File: src/rtl/uart_rx_fifo.sv
// uart_rx_fifo -- parametrised UART receiver with receive FIFO.
//
// Receives asynchronous serial frames (start, DATA_BITS data LSB first,
// optional parity, STOP_BITS stop bits) and pushes good frames into a small
// first-word-fall-through FIFO. Each bit is a 3-sample majority vote around
// mid-bit. A start bit that does not survive to its sample point is treated
// as a glitch and ignored. Bad frames are dropped and reported on sticky
// flags.
//
// Ports
//   clk         system clock, rising edge
//   rst         synchronous reset, active high
//   rx          serial input, asynchronous, idle high
//   rd_en       pop the FIFO head (ignored while rdy = 0)
//   clr_err     clear parity_err / frame_err / overrun
//   rx_data     FIFO head, valid while rdy = 1
//   rdy         FIFO not empty
//   count       FIFO occupancy, 0..FIFO_DEPTH
//   parity_err  sticky: frame dropped for bad parity
//   frame_err   sticky: frame dropped for a low stop bit
//   overrun     sticky: good frame dropped because the FIFO was full
module uart_rx_fifo #(
    parameter int DATA_BITS    = 8,
    parameter int CLKS_PER_BIT = 434,
    parameter int PARITY       = 0,
    parameter int STOP_BITS    = 1,
    parameter int FIFO_DEPTH   = 4
) (
    input  logic                          clk,
    input  logic                          rst,
    input  logic                          rx,
    input  logic                          rd_en,
    input  logic                          clr_err,
    output logic [DATA_BITS-1:0]          rx_data,
    output logic                          rdy,
    output logic [$clog2(FIFO_DEPTH):0]   count,
    output logic                          parity_err,
    output logic                          frame_err,
    output logic                          overrun
);

    localparam int CW   = $clog2(CLKS_PER_BIT);
    localparam int PW   = $clog2(FIFO_DEPTH);
    localparam int CNTW = PW + 1;
    localparam int MID  = CLKS_PER_BIT / 2;

    localparam logic [CW-1:0]   CNT_LAST  = CW'(CLKS_PER_BIT - 1);
    localparam logic [CW-1:0]   MID_M1    = CW'(MID - 1);
    localparam logic [CW-1:0]   MID_C     = CW'(MID);
    localparam logic [CW-1:0]   MID_P1    = CW'(MID + 1);
    localparam logic [3:0]      DATA_LAST = 4'(DATA_BITS - 1);
    localparam logic            STOP_LAST = 1'(STOP_BITS - 1);
    localparam logic [CNTW-1:0] FULL_CNT  = CNTW'(FIFO_DEPTH);

    typedef enum logic [2:0] {
        ST_IDLE  = 3'd0,
        ST_START = 3'd1,
        ST_DATA  = 3'd2,
        ST_PAR   = 3'd3,
        ST_STOP  = 3'd4
    } state_t;

    // Majority of three samples.
    function automatic logic maj3(input logic a, input logic b, input logic c);
        return (a & b) | (a & c) | (b & c);
    endfunction

    // True when the received parity bit matches the configured mode.
    function automatic logic parity_good(input logic [DATA_BITS-1:0] d, input logic p);
        if (PARITY == 2) begin
            return ((^d) ^ p) == 1'b1;
        end else begin
            return ((^d) ^ p) == 1'b0;
        end
    endfunction

    state_t                 state_r, state_next_s;
    logic                   rx_meta_r, rx_sync_r, rx_prev_r;
    logic [1:0]             sync_vld_r;
    logic [CW-1:0]          cnt_r;
    logic                   vote0_r, vote1_r;
    logic [3:0]             bit_idx_r;
    logic                   stop_idx_r;
    logic                   stop_ok_r, par_ok_r;
    logic [DATA_BITS-1:0]   shift_r;

    logic [DATA_BITS-1:0]   mem_r [FIFO_DEPTH];
    logic [PW-1:0]          wr_ptr_r, rd_ptr_r;
    logic [CNTW-1:0]        count_r;
    logic                   rdy_r;
    logic [DATA_BITS-1:0]   rx_data_r;
    logic                   parity_err_r, frame_err_r, overrun_r;

    logic                   edge_s, sample_tick_s, sample_s, frame_done_s;
    logic                   stop_good_s, pop_s, full_s;
    logic                   push_s, set_frame_s, set_par_s, set_ovr_s;
    logic [CNTW-1:0]        count_next_s;
    logic [DATA_BITS-1:0]   head_next_s;
    logic [PW-1:0]          rd_ptr_inc_s;

    // Two-flop synchroniser plus edge history. The edge history only follows
    // the line once both synchroniser stages hold real line samples, so a line
    // that is already low when reset releases never looks like a start edge.
    always_ff @(posedge clk) begin
        if (rst) begin
            rx_meta_r  <= 1'b1;
            rx_sync_r  <= 1'b1;
            sync_vld_r <= 2'b00;
            rx_prev_r  <= 1'b0;
        end else begin
            rx_meta_r  <= rx;
            rx_sync_r  <= rx_meta_r;
            sync_vld_r <= {sync_vld_r[0], 1'b1};
            rx_prev_r  <= sync_vld_r[1] ? rx_sync_r : 1'b0;
        end
    end

    assign edge_s        = rx_prev_r & ~rx_sync_r;
    assign sample_tick_s = (cnt_r == MID_P1);
    assign sample_s      = maj3(vote0_r, vote1_r, rx_sync_r);

    // State register.
    always_ff @(posedge clk) begin
        if (rst) begin
            state_r <= ST_IDLE;
        end else begin
            state_r <= state_next_s;
        end
    end

    // Next-state logic; frame_done_s marks the last stop-bit sample (cycle T).
    always_comb begin
        state_next_s = state_r;
        frame_done_s = 1'b0;
        case (state_r)
            ST_IDLE: begin
                if (edge_s) begin
                    state_next_s = ST_START;
                end else begin
                    state_next_s = ST_IDLE;
                end
            end
            ST_START: begin
                if (sample_tick_s) begin
                    state_next_s = sample_s ? ST_IDLE : ST_DATA;
                end else begin
                    state_next_s = ST_START;
                end
            end
            ST_DATA: begin
                if (sample_tick_s && (bit_idx_r == DATA_LAST)) begin
                    if (PARITY != 0) begin
                        state_next_s = ST_PAR;
                    end else begin
                        state_next_s = ST_STOP;
                    end
                end else begin
                    state_next_s = ST_DATA;
                end
            end
            ST_PAR: begin
                if (sample_tick_s) begin
                    state_next_s = ST_STOP;
                end else begin
                    state_next_s = ST_PAR;
                end
            end
            ST_STOP: begin
                if (sample_tick_s && (stop_idx_r == STOP_LAST)) begin
                    state_next_s = ST_IDLE;
                    frame_done_s = 1'b1;
                end else begin
                    state_next_s = ST_STOP;
                end
            end
            default: begin
                state_next_s = ST_IDLE;
            end
        endcase
    end

    // Baud counter: held at zero in IDLE, wraps at every bit boundary.
    always_ff @(posedge clk) begin
        if (rst) begin
            cnt_r <= {CW{1'b0}};
        end else if ((state_r == ST_IDLE) || (state_next_s == ST_IDLE) || (cnt_r == CNT_LAST)) begin
            cnt_r <= {CW{1'b0}};
        end else begin
            cnt_r <= cnt_r + CW'(1);
        end
    end

    // The first two of the three majority-vote samples.
    always_ff @(posedge clk) begin
        if (rst) begin
            vote0_r <= 1'b1;
            vote1_r <= 1'b1;
        end else begin
            vote0_r <= (cnt_r == MID_M1) ? rx_sync_r : vote0_r;
            vote1_r <= (cnt_r == MID_C)  ? rx_sync_r : vote1_r;
        end
    end

    // Per-frame datapath: data shifter, bit indices, parity and stop status.
    always_ff @(posedge clk) begin
        if (rst) begin
            bit_idx_r  <= 4'd0;
            stop_idx_r <= 1'b0;
            stop_ok_r  <= 1'b1;
            par_ok_r   <= 1'b1;
            shift_r    <= {DATA_BITS{1'b0}};
        end else if (state_r == ST_IDLE) begin
            bit_idx_r  <= 4'd0;
            stop_idx_r <= 1'b0;
            stop_ok_r  <= 1'b1;
            par_ok_r   <= 1'b1;
        end else if (sample_tick_s) begin
            case (state_r)
                ST_DATA: begin
                    shift_r   <= {sample_s, shift_r[DATA_BITS-1:1]};
                    bit_idx_r <= bit_idx_r + 4'd1;
                end
                ST_PAR: begin
                    par_ok_r <= parity_good(shift_r, sample_s);
                end
                ST_STOP: begin
                    stop_ok_r  <= stop_ok_r & sample_s;
                    stop_idx_r <= stop_idx_r + 1'b1;
                end
                default: begin
                    bit_idx_r <= bit_idx_r;
                end
            endcase
        end
    end

    // Frame disposition at cycle T: frame error beats parity beats overrun.
    // A pop in the same cycle frees a slot, so a full FIFO still accepts.
    assign stop_good_s = stop_ok_r & sample_s;
    assign pop_s       = rd_en & rdy_r;
    assign full_s      = (count_r == FULL_CNT);
    assign set_frame_s = frame_done_s & ~stop_good_s;
    assign set_par_s   = frame_done_s & stop_good_s & ~par_ok_r;
    assign set_ovr_s   = frame_done_s & stop_good_s & par_ok_r & full_s & ~pop_s;
    assign push_s      = frame_done_s & stop_good_s & par_ok_r & (~full_s | pop_s);
    assign rd_ptr_inc_s = rd_ptr_r + PW'(1);

    // Next occupancy and next head word for the registered FIFO outputs.
    always_comb begin
        count_next_s = count_r;
        head_next_s  = rx_data_r;
        if (push_s && !pop_s) begin
            count_next_s = count_r + CNTW'(1);
        end else if (pop_s && !push_s) begin
            count_next_s = count_r - CNTW'(1);
        end else begin
            count_next_s = count_r;
        end
        // The pushed word becomes head when the FIFO is (or is becoming) empty.
        if (push_s && ((count_r == CNTW'(0)) || (pop_s && (count_r == CNTW'(1))))) begin
            head_next_s = shift_r;
        end else if (pop_s && (count_r > CNTW'(1))) begin
            head_next_s = mem_r[rd_ptr_inc_s];
        end else begin
            head_next_s = rx_data_r;
        end
    end

    // FIFO storage; contents are only meaningful below the occupancy.
    always_ff @(posedge clk) begin
        if (push_s) begin
            mem_r[wr_ptr_r] <= shift_r;
        end
    end

    // FIFO pointers, occupancy and registered head.
    always_ff @(posedge clk) begin
        if (rst) begin
            wr_ptr_r  <= {PW{1'b0}};
            rd_ptr_r  <= {PW{1'b0}};
            count_r   <= {CNTW{1'b0}};
            rdy_r     <= 1'b0;
            rx_data_r <= {DATA_BITS{1'b0}};
        end else begin
            wr_ptr_r  <= push_s ? (wr_ptr_r + PW'(1)) : wr_ptr_r;
            rd_ptr_r  <= pop_s ? rd_ptr_inc_s : rd_ptr_r;
            count_r   <= count_next_s;
            rdy_r     <= (count_next_s != CNTW'(0));
            rx_data_r <= head_next_s;
        end
    end

    // Sticky error flags; a new error wins over clr_err in the same cycle.
    always_ff @(posedge clk) begin
        if (rst) begin
            parity_err_r <= 1'b0;
            frame_err_r  <= 1'b0;
            overrun_r    <= 1'b0;
        end else begin
            parity_err_r <= set_par_s   ? 1'b1 : (clr_err ? 1'b0 : parity_err_r);
            frame_err_r  <= set_frame_s ? 1'b1 : (clr_err ? 1'b0 : frame_err_r);
            overrun_r    <= set_ovr_s   ? 1'b1 : (clr_err ? 1'b0 : overrun_r);
        end
    end

    assign rx_data    = rx_data_r;
    assign rdy        = rdy_r;
    assign count      = count_r;
    assign parity_err = parity_err_r;
    assign frame_err  = frame_err_r;
    assign overrun    = overrun_r;

endmodule

File: config.mk
export PLATFORM = sky130hd
export DESIGN_NAME = uart_rx_fifo
export DESIGN_NICKNAME = d
export VERILOG_FILES = /design/src/rtl/uart_rx_fifo.sv
export SDC_FILE = /design/constraint.sdc
export NUM_CORES = 1
export LEC_CHECK = 0
export CORE_ASPECT_RATIO = 0.75
export CORE_UTILIZATION = 50
export DETAILED_ROUTE_END_ITERATION = 12
export PLACE_DENSITY = 0.68
export RECOVER_POWER = 25
export SLEW_MARGIN = 30
export SYNTH_ARGS = -nofsm -noshare
export SYNTH_HDL_FRONTEND = slang
export SYNTH_SLANG_ARGS = --single-unit
File: constraint.sdc
create_clock -name clk -period 2.7 [get_ports clk]
set_input_delay 0.54 -clock clk [delete_from_list [all_inputs] [get_ports clk]]
set_output_delay 0.54 -clock clk [all_outputs]
set_load 0.02 [all_outputs]
* Word level (Yosys, flattened, before mapping)
Memories as Yosys holds them, arrays and structs flattened. Cells that the tools add are included.
Storage, ports and cells: flip-flop bits (word level) 53, bits in latches 0, memory bits (writable) 32, ROM bits 0, bits of input ports 5, output and inout bits 15, word-level logic and storage cells 116, memories kept 1
Memory list:
- mem_r | words 4, bits a word 8, read ports 1, clocked after Yosys merged registers in 0, write ports 1, RTL line 87 | logic [DATA_BITS-1:0] mem_r [FIFO_DEPTH];
Operators by class: add/sub/neg operators 7, $mul 0, divide/modulo/power cells 0, order comparisons 1, equal/unequal tests 11, shift operators 0, mux-type cells 20, bitwise gates (word level) 26, reductions and logical operators 28
Operator list (count):
- $eq 9x8->1 const B | 3
- $mux 8 | 2
- $mux 3 | 5
- $pmux 3 s5 | 1
- $and 1x1->1 | 13
- $mux 1 | 10
- $add 9x1->9 const B | 1
- $eq 9x9->1 const B | 1
- $logic_not 3->1 | 3
- $not 1->1 | 9
- $reduce_bool 2->1 | 4
- $reduce_xor 8->1 | 1
- $logic_and 1x1->1 | 7
- $eq 3x1->1 const B | 2
- $eq 3x2->1 const B | 2
- $eq 3x3->1 const B | 2
- $reduce_and 2->1 | 3
- $reduce_or 2->1 | 3
- $add 2x1->2 const B | 2
- $add 4x1->4 const B | 1
- $eq 4x3->1 const B | 1
- $mux 2 | 2
- $add 3x1->3 const B | 1
- $gt 3x1->1 const B | 1
- 8 further kinds | 13

* Longest topological paths before layout
word-level depth 12, gate-level depth with buffers 10, gate-level depth less buffers 8

* Worst setup path before layout
No wires, ideal clock.
path type flip-flop to flip-flop, start register cnt_r[0], end register rx_data_r[6], in the netlist rx_data[6], setup time 140 ps, arrival time 1739 ps, required time 2560 ps, slack 820 ps, cell stages (with the launch flop) 11, path buffers 2, clock period less this slack 1880 ps, cell sequence dfxtp_1 inv_1 ha_1 nand4b_1 nor2_2 nand4_4 or3_1 buf_6 buf_12 nor2_2 a211oi_2
On the way: word-level cells in the longest chain between the ends 9, elaborated cells on any way between the ends 10, those cells by class eq/ne (1); mux (3); bitwise (3); reduce/logical (3)
RTL lines:
- start, declared | RTL line 80 | logic [CW-1:0] cnt_r;
- start signal, assigned | RTL line 185 | cnt_r <= {CW{1'b0}};
- start signal, assigned | RTL line 187 | cnt_r <= {CW{1'b0}};
- start signal, assigned | RTL line 189 | cnt_r <= cnt_r + CW'(1);
- $eq 9x8->1 (*) | RTL line 119 | assign sample_tick_s = (cnt_r == MID_P1);
- $logic_and 1x1->1 (*) | RTL line 169 | if (sample_tick_s && (stop_idx_r == STOP_LAST)) begin
- $mux 1 (*) | RTL line 169
- $mux 1 (*) | RTL line 135 | case (state_r)
- $and 1x1->1 (*) (3 in a row) | RTL line 245 | assign push_s = frame_done_s & stop_good_s & par_ok_r & (~full_s | pop_s);
- $logic_and 1x1->1 (*) | RTL line 260 | if (push_s && ((count_r == CNTW'(0)) || (pop_s && (count_r == CNTW'(1))))) begin
- $mux 8 or $reduce_bool 2->1 (tied branches)
- end signal, assigned | RTL line 283 | rx_data_r <= {DATA_BITS{1'b0}};
- end signal, assigned | RTL line 289 | rx_data_r <= head_next_s;
- end, declared | RTL line 91 | logic [DATA_BITS-1:0] rx_data_r;
Mark *: on every way between the ends. The rest lies on a longest branch, timed or not. A chain may end at the register's enable or synchronous reset.

* Final worst setup path
start register cnt_r[0], end register rx_data_r[0], in the netlist rx_data[0]
Same word-level chain as after synthesis.

==> summary.txt <==
outcome: completed
area occupied by multi-input gates: 1600 um^2
Vias: 2394
Slew HR: 49.6%
DRT Wirelength: 6910 um
Synth top area share: 28.4%
Syn Inst Count: 321
Detailed Routing Iterations Pass 1: 4
hold endpoint: rx_sync_r
grt total ovfl: 0
die area: 7840 um^2
Pwr Total: 2.20 mW
Reg2Reg Setup Slack: 370 ps
largest net degree at the start of global routing: 36
worst IR drop on VDD: 0.272 mV
Synth Net Count: 339
FF-to-FF Start: cnt_r[0]
cell with the most instances after synthesis: dfxtp_1
Fillers: 590
drt wl/cell: 15.5 um
Rows: 26
initial antenna violation count: 0
crit-path max FO: 16
synth top area cells: dfxtp_1, edfxtp_1, mux2i_1
Worst Hold Launch: rx_meta_r
Hold Crit Depth: 1
number of distinct library cells after synthesis: 47
Power Density: 521 nW/um^2
Yosys warnings: 0
final HPWL from detailed placement: 4890 um
Internal: 1.75 mW
port bufs: 19
Syn Area/Cell: 11.7 um^2
clock buffer depth: 2
worst hold margin: 415 ps
switch share: 20.3%
# clock sinks: 85
leading area contributor after synthesis: dfxtp_1
antenna diode count: 0
Setup CP Type: reg -> reg
Post-synth EDFFs: 32
Die W: 102 um
critical path capture point type: register
vias in the first global route: 2221
share of cells above drive strength 1: 13.5%
Required @ worst endpoint: 2910 ps
gpl congestion: 0.796
Post-CTS Setup Inserts: 0
final setup fails: 0
Critical R2R Capture: rx_data[0]
Final nets: 362
clock skew: 7.53 ps
Setup Slack @ Placement: 210 ps
sequential standard cell area: 2020 um^2
Max-cap violations: 0
die span in y: 76.9 um
fin. max-slew vios: 0
CTS Buf Count: 9
P_leak: 1.53 nW
final hold vios: 0
RSZ-0062 raised after global routing: no
first-pass GRT wire length: 11500 um
most frequent cells after synthesis: dfxtp_1, nor2_1, edfxtp_1
Sw Pwr: 0.448 mW
maximum clock rate: 0.429 GHz
register area share after synthesis: 54.0%
Initial Utilization: 53.2%
root buf cell: clkbuf_8
combinational share of power: 1.2%
Primary FF master, synth: dfxtp_1
detailed-route vias per instance: 5.36
DRC Markers: 0
R2R depth: 8
H-tree levels: 3
share of power burned in registers: 60.1%
min-delay worst type: reg -> reg
post-cts resize count: 0
CTS tree: yes
FFs w/ async S/R, synth: 0%
Final Cycle Share: 86.2%
Final min period: 2330 ps
FF+latch count, synth: 85
# IOs: 20
1st-iter DRT viols: 126
Core Region: 7030 um^2
Total Routing Usage GR: 19.8%
cts hold-fix bufs: 0
CP Launch Type: register
Tightest Pin Transition: 756 ps
post-route ant nets: 0
Setup Total Neg Slack: 0 ps
Clk pwr share: 38.7%
PnR worst setup slack: 371 ps
worst skew pair latency: 350 ps
Clock transition at path regs: 80 ps
crit path DAT: 2540 ps
mapped cell area: 3740 um^2
synthesis-to-layout area growth: 12.8%
[placed cells by master (no fill, tap or decap), types with 3 or more instances in the layout]
cell             instances
or3_1                    3
ha_1                    13
xnor2_1                 15
buf_4                    3
clkbuf_8                10
nor2_1                  41
o21ai_0                  4
nand4_1                  3
clkdlybuf4s50_1         19
nand2_1                 21
and2_1                   7
nor2_2                   3
a211oi_2                 8
edfxtp_1                32
xor2_1                   7
mux2i_1                 21
mux4_2                   8
nand3_1                  3
a21oi_1                 11
dfxtp_1                 53
o211ai_1                 3
nor2b_1                  7
or2_2                    3
nor3_1                   6
inv_1                   14
[sequential cells by signal, summed over array words and instances (netlist names), 2 cells and up]
name,cells
mem_r,32
rx_data,8
bit_idx_r,4
wr_ptr_r,2
rd_ptr_r,2
cnt_r,9
shift_r,8
count,3
sync_vld_r,2
state_r,3
[power groups by stage]
stage	clock network (mW)	registers [mW]	logic [mW]
floorplan	0	1.35	0.0126
global placement	0	1.35	0.0252
detailed placement	0	1.35	0.0258
CTS	0.876	1.32	0.0259
global route	0.933	1.32	0.0281
finish	0.852	1.32	0.0254
[worst max-delay path by stage]
stage | cells after the start | slack (ps) | startpoint | end
6_report | 8 | 370 | cnt_r[0] | rx_data[0]
3_3_place_gp | 7 | 300 | rd_en | rx_data[2]
2_1_floorplan | 10 | 820 | cnt_r[0] | rx_data[6]
3_5_place_dp | 7 | 210 | rd_en | rx_data[0]
4_1_cts | 8 | 370 | cnt_r[0] | rx_data[0]
5_1_grt | 8 | 240 | cnt_r[0] | rx_data[4]
[final cells by class]
type | instances | area share [%]
multi-input combinational | 211 | 37.9
inverter | 14 | 1.24
timing repair buffer | 23 | 5.51
sequential | 85 | 47.9
clock inverter | 2 | 0.356
tap | 98 | 2.90
clock buffer | 14 | 4.15
[logic make-up after synthesis]
logic type	share of synthesized area [%]
compound gates	7.59
flops	54.0
buf+inv	3.28
simple gates	14.8
fa+ha+maj	4.65
mux	10.4
xor+xnor	5.15
[layer usage]
layer  vias up  routed length (um)  GRT usage [%]
met4         0                 103           7.29
met3        10                 447           4.92
met5         -                   0              0
met2        61                2720           25.0
li1       1180                   -              -
met1      1143                3640           31.7
[through the flow]
step | util, % | area (um^2) | cells
floorplan | - | 3740 | 321
global placement | 57.4 | 4030 | 431
detailed placement | 57.4 | 4030 | 431
CTS | 60.1 | 4220 | 447
global route | 60.1 | 4220 | 447
finish | 60.1 | 4220 | 447
[worst max-delay path: stages, from the launching register on]
cell      delay, ps
dfxtp_1         360
inv_1           110
ha_1            200
nand4b_1        130
nor2_2          220
nand4_4         130
or3_1           690
nor2_1          270
a211oi_2         60
No activity file was read; power rests on OpenSTA's default activity.
